### src/rtl/con_u.sv
// rtl/con_u.sv - branch condition unit: decodes IR[2:0] against the bus and latches CON
module con_u #(
    parameter int w = 32
) (
    input  logic         clk,
    input  logic         rst,
    input  logic [w-1:0] bus,
    input  logic [w-1:0] IR,
    input  logic         con_in,
    output logic         con_out
);

    logic [2:0] c3;
    logic       cond;
    logic       unused_ir_hi;

    assign c3           = IR[2:0];
    assign unused_ir_hi = ^IR[w-1:3];

    // codes 6 and 7 are reserved and never branch
    always_comb begin
        cond = 1'b0;
        case (c3)
            3'd0:    cond = 1'b0;
            3'd1:    cond = 1'b1;
            3'd2:    cond = (bus == '0);
            3'd3:    cond = (bus != '0);
            3'd4:    cond = ~bus[w-1];
            3'd5:    cond = bus[w-1];
            default: cond = 1'b0;
        endcase
    end

    always_ff @(posedge clk) begin
        if (rst) begin
            con_out <= 1'b0;
        end else if (con_in) begin
            con_out <= cond;
        end
    end

endmodule

### config.mk
export PLATFORM = sky130hd
export DESIGN_NAME = con_u
export DESIGN_NICKNAME = d
export VERILOG_FILES = /design/src/rtl/con_u.sv
export SDC_FILE = /design/constraint.sdc
export NUM_CORES = 1
export LEC_CHECK = 0
export ABC_AREA = 1
export CAP_MARGIN = 20
export CORE_UTILIZATION = 12
export DETAILED_ROUTE_END_ITERATION = 6
export PLACE_DENSITY = 0.76
export SLEW_MARGIN = 10
export SYNTH_ARGS = -nofsm -noshare
export SYNTH_HDL_FRONTEND = slang
export SYNTH_SLANG_ARGS = --single-unit
### constraint.sdc
create_clock -name clk -period 1.79 [get_ports clk]
set_clock_uncertainty 0.2 [all_clocks]
set_input_delay 0.537 -clock clk [delete_from_list [all_inputs] [get_ports clk]]
set_output_delay 0.537 -clock clk [all_outputs]
set_load 0.02 [all_outputs]
==> impl_metrics.py <==
metrics = {
    "detailed_routing": {
        "route.detailed.wl_per_inst_um": 7.97,
        "route.detailed.drc": 0,
        "finalWirelength_um": 797,
        "vias": 394,
        "ant_nets": 0,
        "first_pass_iters": 1,
        "drt-vias-per-instance": 3.94,
        "detail_route.iter0.violations": 0,
    },
    "floorplanning": {
        "die_width_um": 43.2,
        "top_level_ports": 68,
        "die_height_um": 43.2,
        "floorplan.die_area_um2": 1870,
        "floorplan.core_area_um2": 1540,
        "fp-row-count": 14,
        "initial_core_util_pct": 13.2,
    },
    "logic_synthesis": {
        "synthesis.nets": 112,
        "synth_cell_type_count": 10,
        "synth_compound_area_share_pct": 9.82,
        "post-synth-top-count-cell": "sky130_fd_sc_hd__nor2_1",
        "synth_top_cells_by_count": "sky130_fd_sc_hd__nor2_1, sky130_fd_sc_hd__nand2_1, sky130_fd_sc_hd__inv_1, sky130_fd_sc_hd__nand3_1, sky130_fd_sc_hd__nor3_1",
        "yosys_most_used_dff": "sky130_fd_sc_hd__dfxtp_1",
        "main_combinational_cell_family_by_area_after_synthesis": "simple AND/OR/NAND/NOR gates",
        "yosys.area.top_type_share_pct": 42.3,
        "syn-mean-instance-area_um2": 4.53,
        "synth.top_cells.by_area": "sky130_fd_sc_hd__nor2_1, sky130_fd_sc_hd__nand2_1, sky130_fd_sc_hd__dfxtp_1",
        "post_synth_instance_area_um2": 204,
        "synth.yosys.seq_area_share_pct": 9.82,
        "async_reset_ff_share_pct": 0,
        "synth.mux.area_fraction_pct": 0,
        "synth.largest_area_cell": "sky130_fd_sc_hd__nor2_1",
        "synth.ff_latch_count": 1,
        "fraction_of_the_mapped_netlist_area_in_adder_cells_pct": 0,
        "synthSimpleGateAreaFrac_pct": 72.4,
        "yosys_warnings": 0,
        "number_of_synthesized_flops_with_an_enable_pin": 0,
        "syn-instance-count": 45,
        "xor_xnor_share_of_the_synthesized_area_pct": 4.29,
    },
    "sta": {
        "timing.max_slew.rel_slack_pct": 86.3,
        "hold_violations": 0,
        "final_min_period_over_clock_period_pct": 94.5,
        "report.final.slew_viol_count": 0,
        "final.min_clock_period_ns": 1.69,
        "report.final.setup_viol": 0,
        "worst_pin_slew_ns": 0.205,
        "final.setup.worst_slack_ns": 0.0992,
        "achievable-frequency_mhz": 591,
    },
    "setup_path": {
        "ff2ff_path_depth": 2,
        "critPathBufInv": 1,
        "cp.arrival_ns": 1.38,
        "worst_path_cell_chain": "clkdlybuf4s15_1 -> nor2_1 -> nand2_1 -> nor2_1 -> nand2_1 -> o21ai_1 -> nand3_1 -> nor2_1 -> nor2_1",
        "standard_cell_with_the_maximum_stage_delay_on_the_critical_path": "sky130_fd_sc_hd__clkdlybuf4s15_1",
        "reg2reg_setup_slack_ns": 1.01,
        "cp-end-kind": "flip-flop",
        "path_delay_family": "simple AND/OR/NAND/NOR gates",
        "crit_fanout": 2,
        "critical_path.most_common_cell": "sky130_fd_sc_hd__nor2_1",
        "rr_endpoint": "con_out$_SDFFE_PP0P_",
        "cpPeakStageDelay_ns": 0.16,
        "cp_data_required_time_ns": 1.47,
        "timing.critical_path.from_type": "input port",
        "timing.setup.critical_path_class": "input port to flip-flop",
        "worstReg2RegStart": "con_out$_SDFFE_PP0P_",
    },
    "grt": {
        "grt_use_met2_pct": 18.5,
        "via_count_of_the_first_global_routing_pass": 390,
        "largest_net_degree_at_the_start_of_global_routing": 5,
        "antenna_found_initial": 0,
        "global_route.peak_usage_layer": "met2",
        "globalRoute.totalOverflow": 0,
        "grt_use_total_pct": 9.14,
        "grt_util_met3_pct": 0.426,
        "globalRouteMet1Util_pct": 10.9,
        "wire_length_of_the_first_global_routing_pass_mm": 1.41,
    },
    "final_layout": {
        "flip_flop_count_of_the_largest_register_all_copies_and_words_added": 1,
        "design.final.nets": 153,
        "reg_top3": "con_out: 1 flops",
        "max_flop_register": "con_out",
        "final_layout_size_suffix_gt1_share_pct": 16.7,
        "final_area_um2": 576,
        "antennaDiodeCount": 0,
        "synthToLayoutAreaGrowth_pct": 182,
        "layoutNonFillerInstCount": 100,
    },
    "placed_design": {
        "place.port_buffers": 38,
        "post-place-ws_ns": -0.213,
        "detailed_place.area_um2": 612,
        "routabilityCongestion": 0.601,
        "sum_of_net_half_perimeters_after_detailed_placement_um": 743,
        "placed_cells": 100,
    },
    "cts": {
        "cts.reportedPaths.clkPinSlew_ns": 0,
        "clk_latency_ns": 0,
        "postCtsHoldBufs": 0,
    },
    "power": {
        "total_power_density_per_cell_area_nw_per_um2": 198,
        "p_leak_nw": 0.269,
        "ir_drop_v": 0.0000702,
        "power.total_uw": 114,
    },
    "worst_hold_path": {
        "hp-start": "con_out$_SDFFE_PP0P_",
        "hold_path_end": "con_out$_SDFFE_PP0P_",
        "hold_class": "flip-flop to flip-flop",
        "hold_depth": 2,
    },
    "job": {
        "cap_viol_max_count": 0,
    },
    "run_status": {
        "status": "finished, final reports clean",
    },
}
-- layout by cell type, fill, tap and decap left out --
master,n
sky130_fd_sc_hd__o21bai_1,1
sky130_fd_sc_hd__dfxtp_1,1
sky130_fd_sc_hd__inv_2,1
sky130_fd_sc_hd__xnor2_1,1
sky130_fd_sc_hd__nor2_1,23
sky130_fd_sc_hd__nand2_1,11
sky130_fd_sc_hd__o31ai_1,1
sky130_fd_sc_hd__clkdlybuf4s50_1,3
sky130_fd_sc_hd__o21ai_1,1
sky130_fd_sc_hd__buf_4,1
sky130_fd_sc_hd__dlymetal6s2s_1,2
sky130_fd_sc_hd__nand3_1,2
sky130_fd_sc_hd__inv_1,1
sky130_fd_sc_hd__dlygate4sd2_1,1
sky130_fd_sc_hd__clkbuf_2,10
sky130_fd_sc_hd__nor3_2,2
sky130_fd_sc_hd__clkdlybuf4s15_1,22
-- worst max path at each step --
stage,startpoint,end,slack [ns],cells past startpoint
2_1_floorplan,bus[23],con_out$_SDFFE_PP0P_,0.32,8
3_3_place_gp,bus[31],con_out$_SDFFE_PP0P_,-0.20,9
3_5_place_dp,bus[31],con_out$_SDFFE_PP0P_,-0.21,9
4_1_cts,bus[9],con_out$_SDFFE_PP0P_,0.002,9
5_1_grt,bus[24],con_out$_SDFFE_PP0P_,-0.03,9
6_report,bus[30],con_out$_SDFFE_PP0P_,0.1,9
-- metal layers --
metal  routed length [um]  vias to the layer above
li1                     -                      219
met1                  287                      157
met2                  457                       18
met3                   52                        0
met4                    0                        0
met5                    0                        -
-- cell type report --
type | instances | area (um^2)
flip-flops and latches | 1 | 20.0
repair buffers | 39 | 342
fillers | 179 | 966
multi-input cells | 42 | 186
well taps | 16 | 20.0
inverters | 2 | 7.51
-- cells by family (layout without fill, tap and decap cells) --
family                    Yosys count  in the layout
xor gates and xnor gates            1              1
and+or+nand+nor                    38             38
buffers and inverters               2             41
AOI/OAI and AO/OA                   3              3
DFF                                 1              1
-- worst min-delay path, stage by stage, from the launching register on --
cell	delay, ns
sky130_fd_sc_hd__dfxtp_1	0.30
sky130_fd_sc_hd__o21bai_1	0.07
sky130_fd_sc_hd__nor2_1	0.08
-- repair_timing --
action	CTS	global route
setup endpoints to repair	1	1
buffers inserted	0	0
cloned	0	0
resized for setup	38	43
pin swaps	35	34
-- power by group --
group	switching (mW)	internal, mW	leakage [nW]
combinational	0.0275	0.0610	0.260
clock	0	0	0
sequential	0.000742	0.0244	0.00829
-- through the flow --
step,hold WS [ns],setup TNS [ns],utilization [%]
after detailed placement,0.307,-0.213,39.7
after global routing,0.363,-0.0313,37.3
final,0.298,0,37.3
after CTS,0.293,0,37.3
after global placement,0.300,-0.195,39.7
after floorplan,0.390,0,-
Power figures use the tool's default switching activity.
==> patch 1 (config.mk and constraints unchanged) <==
Change the parameter `w` from 32 to 48.
--- a/src/rtl/con_u.sv
+++ b/src/rtl/con_u.sv
@@ -1,5 +1,5 @@
 // rtl/con_u.sv - branch condition unit: decodes IR[2:0] against the bus and latches CON
 module con_u #(
-    parameter int w = 32
+    parameter int w = 48
 ) (
     input  logic         clk,
Ports: changed (resized IR and bus); port bits go from 68 to 100. No check against the original RTL was run, so the function may have changed too.
==> patch 1 against the unedited design <==
- sequential cell count unchanged
- worst setup slack is essentially flat
- synthesized area up 29%
- synthesized cell count up 31%
- register-to-register slack got worse by 0.05 ns
- power rose by 27%
- final cell count rose by 41%
- final area increased by 28%
- wire length grew 52%
- critical endpoint unchanged
==> patch 1: results <==
status:
  status: "completed"
final_layout:
  layout-drive-gt1-share_pct: 41.2
  reg_top3: "con_out (1)"
  fillCellCount: 231
  fin_nets: 215
floorplanning:
  core-area_um2: 2020
global_routing:
  antenna_found_initial: 0
  grt_pass1_wl_um: 2090
  grtUsageMet1_pct: 11.0
  grt_util_met3_pct: 2.49
  met2_usage_pct: 21.5
  grt_max_degree: 5
  first_global_vias: 563
  grt_use_total_pct: 10.4
routing:
  vias_per_cell: 4.18
  drt_pre_antenna_iters: 1
  wl_um: 1210
place:
  hpwl_um: 1130
  portBuffers: 54
  post-place-ws_ns: -0.221
  gp_congestion: 0.576
critical_path:
  crit_start: "bus[9]"
  cpPeakStageDelay_ns: 0.23
  cp_max_fo: 2
  reg2reg_slack_ns: 0.96
  rr_worst_depth: 4
  crit_family: "simple AND/OR/NAND/NOR gates"
  arrival_ns: 1.38
  reg2reg_from: "con_out"
  cpMaxStageDelayCell: "dlygate4sd2_1"
  critPathCapture: "con_out"
clock_network:
  post_cts_buffers: 0
  clk_pin_slew_ns: 0
synthesis:
  ys_warn_count: 0
  synth-main-ff-cell: "dfxtp_1"
  synth_area_leaders: "nor2_1 43%, nand2_1 18%, dfxtp_1 7.6%"
  postSynth.asyncResetShare_pct: 0
  ys_seq_area_share_pct: 7.58
  synth_common_cells: "30 x nor2_1, 13 x nand2_1, 4 x inv_1"
  ys_types: 10
  synth_nets: 158
pwr:
  leakage_nw: 0.371
  vdd_drop_max_mv: 0.0799
sta:
  fin_crit_ns: 1.69
  tightest_slew_ns: 0.212
-- patch 1: cell types whose count changed after synthesis --
cell	unedited run	this run
inv_1	2	4
o21bai_1	1	0
nor2_1	23	30
nand4_1	0	3
o21ai_0	1	0
nor2_2	0	2
nand2_1	11	13
-- patch 1: repair_timing --
item,in CTS,in global routing
setup endpoints to repair,1,1
resized for setup,76,69
pin swaps,44,45
cloned,0,0
-- patch 1: logic make-up (layout without fill, tap and decap cells) --
family	count (synthesis)	after routing	share of synthesized area, %
AND/OR/NAND/NOR	52	52	80.6
buffers and inverters	4	59	5.69
AO/OA/AOI/OAI	1	1	2.84
XOR/XNOR	1	1	3.32
flip-flops	1	1	7.58
-- patch 1: how the worst min path moves through the flow --
stage / start / slack, ns / cells past startpoint / end
after floorplan: con_out / 0.43 / 4 / con_out
final: con_out / 0.37 / 4 / con_out
after global routing: con_out / 0.39 / 4 / con_out
after detailed placement: con_out / 0.37 / 4 / con_out
after global placement: con_out / 0.35 / 4 / con_out
after CTS: con_out / 0.36 / 4 / con_out
-- patch 1: cell type report --
| class | count | area, um^2 | area share (%) |
|---|---|---|---|
| timing repair buffer | 55 | 408 | 55.3 |
| sequential | 1 | 20.0 | 2.71 |
| multi-input combinational | 54 | 262 | 35.4 |
| inverter | 4 | 15.0 | 2.03 |
| tap | 27 | 33.8 | 4.58 |
-- patch 1: per-stage QoR --
| step | instance area (um^2) | std cells |
|---|---|---|
| after floorplan | 264 | 59 |
| after detailed placement | 846 | 141 |
| after global routing | 738 | 141 |
| after CTS | 818 | 141 |
| after global placement | 846 | 141 |
| final | 738 | 141 |
-- patch 1: routing by layer --
layer  wire length, um  vias to the layer above  part of all wire, %
li1                  -                      295                    -
met2               622                       45                   51
met5                 0                        -                    0
met3               208                        0                   17
met4                 0                        0                    0
met1               380                      249                   31
-- patch 1: worst min-delay path, stage by stage, from the launching register on --
cell and delay [ns]:
dfxtp_1 0.30, nor2_1 0.05, nor2_1 0.08, nand2_1 0.06
inv_1 0.04
-- patch 1: where the power goes --
part           internal, mW  switching (mW)  total, mW
clock network             0               0          0
registers            0.0244        0.000748     0.0252
logic                0.0783          0.0404      0.119
total                 0.103          0.0412      0.144
==> patch 2 (same flow settings) <==
Without the edit above. Register the output `con_out` once more, cleared by the reset; this adds one clock of latency there.
--- a/src/rtl/con_u.sv
+++ b/src/rtl/con_u.sv
@@ -10,4 +10,6 @@
     output logic         con_out
 );
+
+    logic con_s0;
 
     logic [2:0] c3;
@@ -34,7 +36,15 @@
     always_ff @(posedge clk) begin
         if (rst) begin
-            con_out <= 1'b0;
+            con_s0 <= 1'b0;
         end else if (con_in) begin
-            con_out <= cond;
+            con_s0 <= cond;
+        end
+    end
+
+    always_ff @(posedge clk) begin
+        if (rst) begin
+            con_out <= '0;
+        end else begin
+            con_out <= con_s0;
         end
     end
Check against the original RTL: not equivalent (a bounded check fails within 4 cycles, from zero or initial values and one cycle with rst high).
==> patch 2 against the unedited design <==
- final area rose by 31%
- worst setup slack improved by 0.071 ns
- power increased by 110%
- wire length is 23% higher
- synthesized area grew 13%
- sequential cell count up 1
- fmax grew 4.4%
==> patch 2: results <==
place:
  dpl.cell_count: 112
  post-place-ws_ns: -0.226
  gp_congestion: 0.600
  hpwl_um: 766
routing:
  wl_um: 980
  drtIter0Drc: 1
  vias_per_cell: 3.77
  drt_pre_antenna_iters: 2
global_routing:
  grt_pass1_wl_um: 1360
  grt_use_total_pct: 8.62
  first_global_vias: 396
hold_path:
  hold_end: "con_out"
  hold_start: "con_s0"
  holdPathStages: 2
pwr:
  vdd_drop_max_mv: 0.197
  leakage_nw: 0.556
status:
  status: "completed"
final_layout:
  fillCellCount: 200
  fin_nets: 159
  finalNonFillerCells: 115
  reg_top3: "con_out (1), con_s0 (1)"
  layout-drive-gt1-share_pct: 5.56
clock_network:
  clk_latency_ns: 0.21
  clk_pin_slew_ns: 0.03
sta:
  relSlewSlack_pct: 87.4
critical_path:
  arrival_ns: 1.57
  cp_max_fo: 3
  r2r-end: "con_s0"
synthesis:
  synth_common_cells: "24 x nor2_1, 11 x nand2_1, 3 x inv_1"
  ys_seq_area_share_pct: 17.3
  syn_inst: 48
-- patch 2: stage by stage --
step | TNS (ns) | hold WS, ns | utilization (%) | instance area [um^2]
floorplan | 0 | 0.203 | - | 231
global placement | -0.192 | 0.213 | 36.9 | 651
detailed placement | -0.226 | 0.220 | 36.9 | 651
CTS | 0 | 0.218 | 38.1 | 672
global route | 0 | 0.226 | 42.8 | 754
finish | 0 | 0.214 | 42.8 | 754
-- patch 2: kinds of logic (layout without fill, tap and decap cells) --
| logic type | count (synthesis) | in the layout | synth area share, % |
|---|---|---|---|
| and+or+nand+nor | 39 | 39 | 65.4 |
| AOI/OAI and AO/OA | 3 | 3 | 8.65 |
| buffers and inverters | 3 | 45 | 4.86 |
| DFF | 2 | 2 | 17.3 |
| xor gates and xnor gates | 1 | 1 | 3.78 |
-- patch 2: layer usage --
metal	wire length [um]	GRT usage (%)	vias to the layer above
li1	-	-	234
met1	347	7.44	183
met2	594	18.6	16
met3	38	1.19	0
met4	0	3.53	0
met5	0	0	-
-- patch 2: timing repair --
item	in CTS	in global routing
buffers inserted	0	0
resized for setup	2	33
pin swaps	0	33
setup endpoints to repair	2	1
-- patch 2: how the worst max path moves through the flow --
stage | start | end | slack (ns) | cells past startpoint
final | IR[0] | con_s0 | 0.17 | 7
after global routing | IR[1] | con_s0 | 0.04 | 7
after CTS | bus[31] | con_s0 | 0.04 | 9
after detailed placement | bus[31] | con_s0 | -0.23 | 9
after global placement | bus[31] | con_s0 | -0.19 | 9
after floorplan | bus[23] | con_s0 | 0.32 | 8
-- patch 2: worst max-delay path: stages --
cell             delay [ns]
clkdlybuf4s50_1        0.52
inv_1                  0.07
nor3_1                 0.12
o21ai_1                0.09
nand3_1                0.09
nor2_1                 0.05
nor2_1                 0.09
-- patch 2: area by class of cell --
cell class	instances	area, um^2	area share, %
timing repair buffer	39	467	61.9
multi-input combinational	43	183	24.2
sequential	2	40.0	5.31
tap	25	31.3	4.15
clock buffer	3	22.5	2.99
inverter	3	11.3	1.49
-- patch 2: power breakdown --
group          switching, mW  internal [mW]  leakage (nW)  total, mW
clock network         0.0211         0.0736        0.0138     0.0947
registers           0.000954         0.0477        0.0165     0.0486
logic                 0.0282         0.0715         0.525     0.0996
total                 0.0502          0.193         0.556      0.243
